<file path="config.mk">
export PLATFORM = sky130hd
export DESIGN_NAME = chacha_quarter_round_inv
export DESIGN_NICKNAME = d
export VERILOG_FILES = /design/src/rtl/chacha_quarter_round_inv.sv
export SDC_FILE = /design/constraint.sdc
export NUM_CORES = 1
export LEC_CHECK = 0
export ABC_AREA = 1
export CORE_MARGIN = 1
export CORE_UTILIZATION = 40
export DETAILED_ROUTE_END_ITERATION = 16
export GPL_TIMING_DRIVEN = 0
export HOLD_SLACK_MARGIN = 0.08
export PLACE_DENSITY = 0.67
export REMOVE_ABC_BUFFERS = 1
export SKIP_CTS_REPAIR_TIMING = 1
export SLEW_MARGIN = 10
export SYNTH_ARGS = -nofsm -noshare
export SYNTH_HDL_FRONTEND = slang
export SYNTH_SLANG_ARGS = --single-unit
</file>
<file path="constraint.sdc">
create_clock -name aclk -period 12.1 [get_ports aclk]
set_input_delay 1.815 -clock aclk [delete_from_list [all_inputs] [get_ports aclk]]
set_output_delay 1.815 -clock aclk [all_outputs]
set_load 0.03 [all_outputs]
</file>
<file path="src/rtl/chacha_quarter_round_inv.sv">
// chacha_quarter_round_inv
//   Iterative inverse of the ChaCha quarter round. An output tuple (a,b,c,d) is
//   loaded, the four quarter-round steps are undone in reverse order over
//   4/STEPS_PER_CYCLE cycles, and the recovered input tuple is presented on a
//   valid/ready stream.
//
// Ports
//   aclk, areset (async, active-high), srst (sync, active-high clear)
//   i_valid / i_ready / i_a..i_d : input tuple stream (quarter-round outputs)
//   o_valid / o_ready / o_a..o_d : recovered tuple stream (quarter-round inputs)

module chacha_quarter_round_inv #(
    parameter int unsigned STEPS_PER_CYCLE = 1
) (
    input  logic        aclk,
    input  logic        areset,
    input  logic        srst,
    input  logic        i_valid,
    output logic        i_ready,
    input  logic [31:0] i_a,
    input  logic [31:0] i_b,
    input  logic [31:0] i_c,
    input  logic [31:0] i_d,
    output logic        o_valid,
    input  logic        o_ready,
    output logic [31:0] o_a,
    output logic [31:0] o_b,
    output logic [31:0] o_c,
    output logic [31:0] o_d
);

    if (!(STEPS_PER_CYCLE == 1 || STEPS_PER_CYCLE == 2 || STEPS_PER_CYCLE == 4))
    begin : g_bad_steps
        $error("STEPS_PER_CYCLE must be 1, 2 or 4");
    end

    typedef enum logic [1:0] {StIdle, StRun, StDone} state_e;

    state_e       state_q, state_d;
    logic [2:0]   k_q, k_d;      // next inverse step to apply (0..4)
    logic [127:0] w_q, w_d;      // working words {a,b,c,d}
    logic [127:0] res_q, res_d;  // held result; stable outside RUN
    logic [127:0] w_run;

    function automatic logic [31:0] rotr(input logic [31:0] x, input int unsigned n);
        return (x >> n) | (x << (32 - n));
    endfunction

    // One inverse step; each operation consumes the previous one's result.
    function automatic logic [127:0] inv_step(input logic [1:0] k, input logic [127:0] w);
        logic [31:0] a, b, c, d;
        {a, b, c, d} = w;
        case (k)
            2'd0: begin b = rotr(b, 7);  b = b ^ c; c = c - d; end
            2'd1: begin d = rotr(d, 8);  d = d ^ a; a = a - b; end
            2'd2: begin b = rotr(b, 12); b = b ^ c; c = c - d; end
            default: begin d = rotr(d, 16); d = d ^ a; a = a - b; end
        endcase
        return {a, b, c, d};
    endfunction

    always_comb begin
        w_run = w_q;
        for (int unsigned i = 0; i < STEPS_PER_CYCLE; i++) begin
            w_run = inv_step(k_q[1:0] + i[1:0], w_run);
        end
    end

    always_comb begin
        state_d = state_q;
        k_d     = k_q;
        w_d     = w_q;
        res_d   = res_q;
        i_ready = 1'b0;
        o_valid = 1'b0;
        unique case (state_q)
            StIdle: begin
                i_ready = 1'b1;
                if (i_valid) begin
                    w_d     = {i_a, i_b, i_c, i_d};
                    k_d     = 3'd0;
                    state_d = StRun;
                end
            end
            StRun: begin
                w_d = w_run;
                k_d = k_q + 3'(STEPS_PER_CYCLE);
                if (k_d == 3'd4) begin
                    res_d   = w_run;
                    state_d = StDone;
                end
            end
            StDone: begin
                o_valid = 1'b1;
                if (o_ready) begin
                    state_d = StIdle;
                end
            end
            default: state_d = StIdle;
        endcase
    end

    always_ff @(posedge aclk or posedge areset) begin
        if (areset) begin
            state_q <= StIdle;
            k_q     <= 3'd0;
            w_q     <= '0;
            res_q   <= '0;
        end else if (srst) begin
            state_q <= StIdle;
            k_q     <= 3'd0;
            w_q     <= '0;
            res_q   <= '0;
        end else begin
            state_q <= state_d;
            k_q     <= k_d;
            w_q     <= w_d;
            res_q   <= res_d;
        end
    end

    assign o_a = res_q[127:96];
    assign o_b = res_q[95:64];
    assign o_c = res_q[63:32];
    assign o_d = res_q[31:0];

endmodule
</file>
==> results.json <==
{
  "status": "finished clean",
  "cts_made_buffers": 31,
  "fin_skew_ns": 0.0161,
  "fin_crit_sh_pct": 38.9,
  "holdPathStages": 2,
  "worstPathRequired_ns": 12.59,
  "path_clk_slew_ns": 0.06,
  "fin_crit_ns": 4.71,
  "port_buffers": 262,
  "synth_compound_area_share_pct": 23.8,
  "wl_per_cell_um": 21.0,
  "synthTopCellsByArea": "dfrtp_1 (36%), nand2_1 (16%), o21ai_0 (8.4%)",
  "drtIter0Drc": 1853,
  "final_common_cell": "nand2_1",
  "antenna_left": 0,
  "grt_pass1_vias": 18000,
  "fmax_mhz": 213,
  "antenna_found_initial": 0,
  "routed_wl_mm": 72.7,
  "grt_pass1_wl_mm": 111,
  "numClockSinks": 261,
  "initial_core_util_pct": 40.9,
  "viasPerCell": 5.36,
  "drive_above_1_share_pct": 5.43,
  "detail_route.first_pass.iterations": 5,
  "grt_overflow_total": 0,
  "syn_area_per_cell_um2": 6.88,
  "worst_ir_drop_vdd_v": 0.000138,
  "leakagePower_uw": 0.0108,
  "power_density_nw_per_um2": 207,
  "nets": 3054,
  "fp.coreArea_um2": 44600,
  "synth_top_family_by_area": "compound AO/OA/AOI/OAI gates",
  "grt_max_degree": 102,
  "most-common-layout-cells": "nand2_1 (754), inv_1 (371), o21ai_0 (305)",
  "synthArstFlopShare_pct": 100,
  "synth_cells": 2654,
  "worstRegToRegCells": 8,
  "synth-simple-area-share_pct": 21.7,
  "hold_viol": 0,
  "synth.distinct_cells": 38,
  "synth_edf_count": 0,
  "setup_violations": 0,
  "place_congestion": 0.959,
  "ios": 263,
  "synth-seq-cells": 261,
  "cts_root_buf": "clkbuf_16",
  "num_rows": 77,
  "die_h_um": 216,
  "grtUsageTotal_pct": 31.0,
  "fin_hold_ws_ns": 0.480,
  "drc": 0,
  "cp-start-kind": "primary input",
  "synthAdderAreaFrac_pct": 4.95,
  "dieArea_um2": 46500,
  "synth_area_um2": 18300,
  "clock_latency_ns": 0.60,
  "crit_path_end_kind": "flop",
  "grt_setup_unrepaired": "false",
  "synth_xor_area_share_pct": 2.59,
  "diodes": 0,
  "path_class": "in2reg",
  "yosysSeqAreaShare_pct": 35.8,
  "final_util_pct": 50.7,
  "hold_path_class": "reg2reg",
  "vias": 18600,
  "clockBufferDepth": 3,
  "syn2layout_area_growth_pct": 23.8,
  "cp_max_fo": 64,
  "max-slew-margin-rel_pct": 44.8,
  "yosys.area.top_type": "dfrtp_1",
  "synth_flop_cell": "dfrtp_1",
  "dp_hpwl_mm": 56.7,
  "fillers": 4390,
  "yosysWarnings": 0,
  "worstPathArrival_ns": 5.20,
  "yosysTopAreaCellShare_pct": 35.8,
  "worstMarginPinSlew_ns": 0.820,
  "yosys-mux-area-fraction_pct": 0,
  "drv_slew": 0,
  "maxCapViolations": 0,
  "tritoncts": "yes",
  "cts-htree-levels": 1,
  "dieWidth_um": 216
}
[power breakdown]
part,internal [uW],total [uW],switching (uW)
clock network,512,913,400
registers,998,1160,157
logic,846,2620,1770
total,2360,4690,2330
[final timing paths]
kind	endpoint	start	slack (ns)
min in group asynchronous	res_q[17]$_DFFE_PP0P_	areset	1.67
max reg2reg	res_q[83]$_DFFE_PP0P_	state_q[0]$_DFFE_PP0P_	8.59
max	res_q[83]$_DFFE_PP0P_	srst	7.39
max in group asynchronous	res_q[21]$_DFFE_PP0P_	areset	9.44
min reg2reg	res_q[121]$_DFFE_PP0P_	res_q[121]$_DFFE_PP0P_	0.48
min	res_q[121]$_DFFE_PP0P_	res_q[121]$_DFFE_PP0P_	0.48
[kinds of logic after synthesis]
| kind of cell | count (synthesis) |
|---|---|
| flops | 261 |
| buf+inv | 500 |
| xor+xnor | 54 |
| fa+ha+maj | 71 |
| simple gates | 1002 |
| compound gates | 766 |
[flip-flops by register name (all words and copies together) (netlist names)]
signal   cells
k_q          3
res_q      128
state_q      2
w_q        128
[layer usage]
layer	up-vias	track usage (%)	share of wire (%)
li1	8947	-	-
met1	8884	43.7	45
met2	643	50.5	46
met3	86	3.42	5.8
met4	0	8.06	2.5
met5	-	0	0
[final cells by class]
cell class	count	area [um^2]	area share, %
Sequential cell	261	6530	28.9
Clock inverter	11	72.6	0.321
Inverter	376	1430	6.31
Multi-Input combinational cell	1893	9730	43.0
Timing Repair Buffer	287	3210	14.2
Tap cell	592	741	3.28
Clock buffer	45	898	3.97
[cells in the mapped netlist, types with 11 or more instances]
master,number
nand2_1,756
inv_1,373
o21ai_0,305
dfrtp_1,261
a21oi_1,230
nor2_1,130
nand3_1,85
ha_1,69
o21a_1,57
a21oi_2,56
buf_2,55
clkbuf_1,49
o21ai_1,49
a22oi_1,30
xor2_1,30
xnor2_1,24
o211ai_1,21
buf_4,11
[critical path, cell delays in order]
cell,delay (ns)
clkdlybuf4s50_1,0.59
inv_1,0.20
nand2_4,0.39
buf_16,0.38
inv_2,0.58
nand2_2,0.56
buf_12,0.35
o21ai_0,0.23
[stage by stage]
stage | std cells | instance area [um^2] | TNS, ns | power [uW] | setup WS (ns)
global placement | 3384 | 21000 | -272.84 | 3730 | -1.04
finish | 3465 | 22600 | 0 | 4690 | 7.39
global route | 3465 | 22600 | 0 | 5050 | 7.20
detailed placement | 3409 | 21600 | 0 | 3760 | 6.88
CTS | 3465 | 22600 | 0 | 4680 | 7.46
floorplan | 2530 | 17600 | 0 | 2850 | 3.10
(Power assumes the default switching activity.)
